<file path="src/rtl/clk_div_cfg_arbiter.sv">
// clk_div_cfg_arbiter: round-robin arbiter that sequences ratio/delay updates into a shared clock divider.
// Define CFG_REJECT_ZERO_EN to reject ratio-0 requests with a nack pulse instead of programming them.
module clk_div_cfg_arbiter #(
  parameter int         NREQ        = 2,
  parameter int         SETTLE      = 4,
  parameter logic [6:0] RESET_RATIO = 7'd1
) (
  input  logic                    clk,
  input  logic                    rst,
  input  logic [NREQ-1:0]         req,
  input  logic [7*NREQ-1:0]       req_ratio,
  input  logic [7*NREQ-1:0]       req_delay,
  output logic [NREQ-1:0]         ack,
  output logic [NREQ-1:0]         nack,
  output logic [6:0]              decimation_ratio,
  output logic [6:0]              delay,
  output logic                    delay_valid,
  output logic                    busy,
  output logic [$clog2(NREQ)-1:0] grant_id
);
  localparam int IW = $clog2(NREQ);
`ifdef CFG_REJECT_ZERO_EN
  typedef enum logic [2:0] {S_IDLE, S_LOAD, S_STROBE, S_SETTLE, S_ACK, S_NACK} state_e;
`else
  typedef enum logic [2:0] {S_IDLE, S_LOAD, S_STROBE, S_SETTLE, S_ACK} state_e;
`endif
  state_e          state_q;
  logic [IW-1:0]   ptr_q, gnt_q, gnt_d, idx;
  logic [6:0]      ratio_q, delay_q, dly_q, sel_ratio, sel_delay;
  logic [7:0]      cnt_q;
  logic [NREQ-1:0] ack_q, nack_q;
  logic            dv_q, busy_q, any_d;
  // Scan downward so the requester closest above the pointer wins last.
  always_comb begin
    gnt_d = ptr_q;
    any_d = 1'b0;
    idx = '0;
    sel_ratio = '0;
    sel_delay = '0;
    for (int k = NREQ - 1; k >= 0; k--) begin
      idx = IW'((int'(ptr_q) + k) % NREQ);
      if (req[idx]) begin
        gnt_d = idx;
        any_d = 1'b1;
      end
    end
    for (int k = 0; k < NREQ; k++)
      if (gnt_d == IW'(k)) begin
        sel_ratio = req_ratio[7*k +: 7];
        sel_delay = req_delay[7*k +: 7];
      end
  end
  always_ff @(posedge clk or posedge rst)
    if (rst) begin
      state_q <= S_IDLE;
      ptr_q   <= '0;
      gnt_q   <= '0;
      dly_q   <= '0;
      cnt_q   <= '0;
      ratio_q <= RESET_RATIO;
      delay_q <= '0;
      dv_q    <= 1'b0;
      ack_q   <= '0;
      nack_q  <= '0;
      busy_q  <= 1'b0;
    end else begin
      ack_q  <= '0;
      nack_q <= '0;
      dv_q   <= 1'b0;
      case (state_q)
        S_IDLE: if (any_d) begin
          gnt_q  <= gnt_d;
          ptr_q  <= (int'(gnt_d) == NREQ - 1) ? '0 : gnt_d + 1'b1;
          busy_q <= 1'b1;
`ifdef CFG_REJECT_ZERO_EN
          if (sel_ratio == 7'd0) begin
            nack_q[gnt_d] <= 1'b1;
            state_q       <= S_NACK;
          end else
`endif
          begin
            ratio_q <= sel_ratio;
            dly_q   <= sel_delay;
            state_q <= S_LOAD;
          end
        end
        S_LOAD: begin
          delay_q <= dly_q;
          dv_q    <= 1'b1;
          state_q <= S_STROBE;
        end
        S_STROBE: begin
          cnt_q   <= 8'(SETTLE - 1);
          state_q <= S_SETTLE;
        end
        S_SETTLE: if (cnt_q == 8'd0) begin
          ack_q[gnt_q] <= 1'b1;
          state_q      <= S_ACK;
        end else
          cnt_q <= cnt_q - 8'd1;
`ifdef CFG_REJECT_ZERO_EN
        S_NACK: begin
          busy_q  <= 1'b0;
          state_q <= S_IDLE;
        end
`endif
        S_ACK: begin
          busy_q  <= 1'b0;
          state_q <= S_IDLE;
        end
        default: state_q <= S_IDLE;
      endcase
    end
  assign ack              = ack_q;
  assign nack             = nack_q;
  assign decimation_ratio = ratio_q;
  assign delay            = delay_q;
  assign delay_valid      = dv_q;
  assign busy             = busy_q;
  assign grant_id         = gnt_q;
endmodule

</file>
<file path="config.mk">
export PLATFORM = sky130hd
export DESIGN_NAME = clk_div_cfg_arbiter
export DESIGN_NICKNAME = d
export VERILOG_FILES = /design/src/rtl/clk_div_cfg_arbiter.sv
export SDC_FILE = /design/constraint.sdc
export NUM_CORES = 1
export LEC_CHECK = 0
export ABC_AREA = 1
export BUFFER_PORTS_ARGS = -buffer_cell sky130_fd_sc_hd__clkbuf_2
export CELL_PAD_IN_SITES_DETAIL_PLACEMENT = 0
export CELL_PAD_IN_SITES_GLOBAL_PLACEMENT = 1
export CORE_ASPECT_RATIO = 1.5
export CORE_UTILIZATION = 25
export CTS_BUF_LIST = sky130_fd_sc_hd__clkbuf_4 sky130_fd_sc_hd__clkbuf_8
export DETAILED_ROUTE_END_ITERATION = 7
export PLACE_DENSITY = 0.63
export SYNTH_ARGS = -nofsm -noshare
export SYNTH_HDL_FRONTEND = slang
export SYNTH_SLANG_ARGS = --single-unit
</file>
<file path="constraint.sdc">
create_clock -name clk -period 2.9 [get_ports clk]
set_input_delay 0.29 -clock clk [delete_from_list [all_inputs] [get_ports clk]]
set_output_delay 0.29 -clock clk [all_outputs]
set_load 0.02 [all_outputs]
</file>
Yosys cells after proc, flatten, opt, wreduce, memory -nomap -nowiden
Index checks and enable logic that the tools add are counted.

operators by class
  $mul = 0
  add/sub/neg operators = 3
  shifts and indexed selects = 0
  mux-type cells = 23
  divide/modulo/power cells = 0
  reductions and logical operators = 9
  bitwise operators = 0
  equality and inequality tests = 7
  $lt $le $gt $ge = 4

operators by type and width
  operator                                             number
  one-hot mux 8 bit (2 select lines)                   1
  2-to-1 mux 7 bit                                     2
  2-to-1 mux 1 bit                                     12
  one-hot mux 3 bit (4 select lines)                   1
  logical NOT 8 bit                                    1
  2-to-1 mux 8 bit                                     1
  AND reduction 2 bit                                  4
  subtractor 8 x 1 -> 8 bit (second input constant)    1
  == test 3 x 2 -> 1 bit (second input constant)       2
  < comparator 1 x 2 -> 1 bit (second input constant)  3
  2-to-1 mux 3 bit                                     2
  inequality test 2 bit (second input constant)        3
  2-to-1 mux 2 bit                                     2
  nonzero test 2 bit                                   2
  == test 3 x 1 -> 1 bit (second input constant)       1
  == test 3 bit (second input constant)                1
  logical NOT 3 bit                                    1
  adder 1 bit (second input constant)                  2
  one-hot mux 1 bit (2 select lines)                   1
  demux 1 bit (select 1 bit)                           1
  >= comparator 1 bit (second input constant)          1
  logical AND 1 bit                                    1

word-level totals
  register bits = 38
  input bits = 32
  output and inout port bits = 21
  memory bits (writable) = 0
  latch bits = 0
  logic and storage cells = 56
  memories kept = 0
  bits in read-only memories = 0

Logic depth before layout (Yosys ltp)
  depth in word-level cells = 7
  mapped depth = 9
  depth with buffers taken out = 9

Least setup slack after synthesis
OpenSTA, ideal clock, no wires.

  path kind = reg2reg
  start = reg cnt_q[0]
  end = reg cnt_q[1]
  data required time = 2.774 ns
  data arrival time = 1.188 ns
  setup slack = 1.586 ns
  path buffers = 0
  library setup time = 0.126 ns
  clock period less this slack = 1.314 ns
  stages on the path, launching flop included = 10
  cell sequence = dfrtp_1 > inv_1 > ha_1 > inv_1 > nor2_1 > nand2_1 > nand2_4 > nand2_4 > nand2_1 > o21ai_0

on the way
  word-level cells in the longest chain between the ends = 3
  elaborated cells on any way between the ends = 6
  classes of those cells = add/sub (1); eq/ne (1); mux (2); reduce/logical (2)

ends and longest elaborated chain
  what                                                                       line     text
  from (decl)                                                                30       logic [7:0] cnt_q;
  from (signal assigned)                                                     93       cnt_q <= 8'(SETTLE - 1);
  from (signal assigned)                                                     100      cnt_q <= cnt_q - 8'd1;
  subtractor 8 x 1 -> 8 bit or logical NOT 8 bit (tied branches)             100, 96
  2-to-1 mux 8 bit or inequality test 2 bit (tied branches)                  --
  one-hot mux 8 bit (2 select lines) or AND reduction 2 bit (tied branches)  --

Parallel ways exist; a longest one is shown, timed or not. The select of a mux whose other input is x is not followed.
A chain may end at the register's enable or synchronous reset.

Final worst setup path
  start = reg state_q[2]
  end = reg dly_q[2]

on the way
  word-level cells in the longest chain between the ends = 2

ends and longest elaborated chain
  what                           line  text
  from (decl)                    27    state_e state_q;
  from (signal assigned)         55    state_q <= S_IDLE;
  from (signal assigned)         84    state_q <= S_LOAD;
  from (signal assigned)         90    state_q <= S_STROBE;
  logical NOT 3 bit              70    case (state_q)
  AND reduction 2 bit (no line)  --
  to (signal assigned)           83    dly_q <= sel_delay;
  to (decl)                      29    logic [6:0] ratio_q, delay_q, dly_q, sel_ratio, sel_delay;

Every way passes these cells.

==> out/qor.csv <==
metric;value;unit
Reg2Reg Setup Slack;1.33;ns
layout cells sized above 1;25.5;%
Detail Route Antenna Nets;0;
Post-synth top cells;nand2_1 (86), dfrtp_1 (37), nand3_1 (29);
met1 Usage GRT;14.9;%
prevailing post-synth register cell;dfrtp_1;
Buf/Inv on CP;0;
met3 Use GR;2.37;%
Setup TNS Final;0;ns
Yosys top cell by area;dfrtp_1;
min Tclk post-route;1.57;ns
pre-CTS setup slack;1.29;ns
drt drc;0;
Global Route Usage Sum;12.5;%
worst min path class;in2async;
antenna diode instance count;0;
worst-case reg-to-reg path depth;5;
Worst Path Arrival;1.79;ns
final worst-path cycle share;54.1;%
Die Span Y;106;microns
Core ar.;0.00690;sq mm
worst reg2reg startpoint;state_q[2];
fin nets;307;
delay-heaviest family, CP;compound AO/OA/AOI/OAI gates;
Clock Tree Buf Depth;2;
Site Rows;37;
Vias;1539;
final setup vio count;0;
Max Freq;0.637;GHz
nature of the critical path endpoint;flop;
TritonCTS clock tree;built;
Post-synth EDFFs;0;
Worst-Skew Late Latency;0.29;ns
CTS resizes;0;
Worst IR Drop VDD;335;uV
Die W;71.4;microns
Die ar.;0.00757;sq mm
largest net degree at the start of global routing;39;
Yosys Warn Count;0;
CP required;3.12;ns
Iter 0 DRT Violations;91;
buffer count from post-CTS setup fixing;0;
worst reg2reg path endpoint;dly_q[2];
GRT busiest layer;met2;
GR Util met2;21.1;%
Cell Chain, Critical Path;nor2_4, nand2_2, a211oi_4, nand2_1, nand3_1;
Final Max Tran Viols;0;
filler instances;728;
antenna violations before repair;0;
critical path class;reg2reg;
worst slew pin tran;0.776;ns
clock-pin transition on the worst setup and hold timing paths;0.07;ns
cell area after synthesis;0.00180;sq mm
synth unique cells;25;
Levels on crit path;5;
cell count after synthesis;219;
Routed wire per std cell;11.7;microns
Static Leak;1.24;nW
Root Driver;clkbuf_8;
Async SR Flop Fraction;100;%
vias in the first global route;1482;
Max stage delay on crit path;0.54;ns
post-synth top area share;51.3;%
sequential fraction of the synthesis area;52.8;%
top post-synthesis cells by area;dfrtp_1 (51%), nand2_1 (18%), nand3_1 (8.0%);
CTS Hold Bufs;0;
Synth-to-Final Area Change;23.9;%
P per Cell Area;1070;mW/mm^2
initial core utilization;26.2;%
CP Max Fanout;15;
clk_skew;0.00535;ns
post-detail-place hpwl;3110;microns
vias per std cell;4.37;
IO buf count;50;
setup ws final;1.33;ns
count leader, synth;nand2_1;
final hold vios;0;
CP Launch Type;flop;
Relative slew margins;48.1;%
MaxCap Viol Count;0;
H-tree levels;2;
# IOs;53;
syn_area_per_cell;8.24;sq um
status;complete, no violations;
CTS sink cnt;38;
Synth Register Bits;38;
Post-Route WL;4110;microns
total congestion overflow;0;
RD Place Congestion;0.733;
first-pass GRT wire length;7180;microns
CTS buffer count;5;
unrepaired setup endpoints after global routing;false;
Pre-antenna DRT Iters;4;
slowest CP cell;a211oi_4;
-- cell families after synthesis --
logic type / count (synthesis) / share of synthesized area (%)
compound gates: 8 / 3.47
xor+xnor: 3 / 1.46
fa+ha+maj: 2 / 1.39
buf+inv: 27 / 6.66
other cells: 1 / 0.208
simple gates: 140 / 34.0
flops: 38 / 52.8
-- metrics by stage --
stage | total power, mW | cell area, sq um | instances | hold slack [ns] | util [%]
3_3_place_gp | 1.98 | 2130 | 344 | 0.422 | 30.8
4_1_cts | 2.44 | 2230 | 352 | 0.105 | 32.4
2_1_floorplan | 1.67 | 1810 | 220 | 0.399 | -
5_1_grt | 2.61 | 2230 | 352 | 0.137 | 32.4
3_5_place_dp | 1.98 | 2130 | 344 | 0.424 | 30.8
6_report | 2.38 | 2230 | 352 | 0.0788 | 32.4
-- power breakdown --
group	leakage (nW)	switching (mW)	internal (mW)
clock network	0.0579	0.183	0.253
logic	0.709	0.692	0.343
registers	0.473	0.152	0.758
total	1.24	1.03	1.35
-- final cells by class --
class	count	area (sq um)	share of cell area, %
clock inverter	3	40.0	1.79
tap	78	97.6	4.37
sequential	38	952	42.6
multi-input combinational	155	736	32.9
timing repair buffer	51	258	11.5
inverter	22	82.6	3.70
clock buffer	5	68.8	3.08
-- layer usage --
layer | vias up | routed length, microns
met5 | - | 0
met4 | 0 | 97
met3 | 5 | 120
met2 | 32 | 2140
met1 | 716 | 1750
li1 | 786 | -
-- cells in the final DEF, fill, tap and decap left out, drive strengths merged --
cell | netlist | layout
nand2 | 89 | 89
a211oi | 1 | 1
ha | 2 | 2
o21ai | 4 | 4
nand4 | 2 | 2
xor2 | 3 | 3
clkbuf | 1 | 55
inv | 22 | 22
nor3 | 3 | 3
nand3 | 29 | 29
bufinv | 0 | 1
o211ai | 1 | 1
dfstp | 1 | 1
nor2 | 17 | 17
clkinv | 0 | 2
dfrtp | 37 | 37
a21oi | 2 | 2
buf | 4 | 1
conb | 1 | 2
-- worst min-delay path, cell delays in order --
cell and delay (ns):
clkbuf_2 0.08, inv_1 0.04, buf_4 0.40
-- flip-flops by register name, summed over array words and instances (netlist names) --
register	flops
decimation_ratio	7
ack	2
delay_valid	1
delay	7
busy	1
grant_id	1
cnt_q	8
ptr_q	1
dly_q	7
state_q	3
-- worst max-delay path by stage --
stage,slack [ns],to,start
final,1.33,dly_q[2],state_q[2]
after global routing,1.13,decimation_ratio[6],state_q[2]
after CTS,1.27,dly_q[6],state_q[2]
after detailed placement,1.29,dly_q[6],state_q[2]
after global placement,1.31,dly_q[2],state_q[2]
after floorplan,1.59,cnt_q[1],cnt_q[0]
Power figures use the tool's default switching activity.
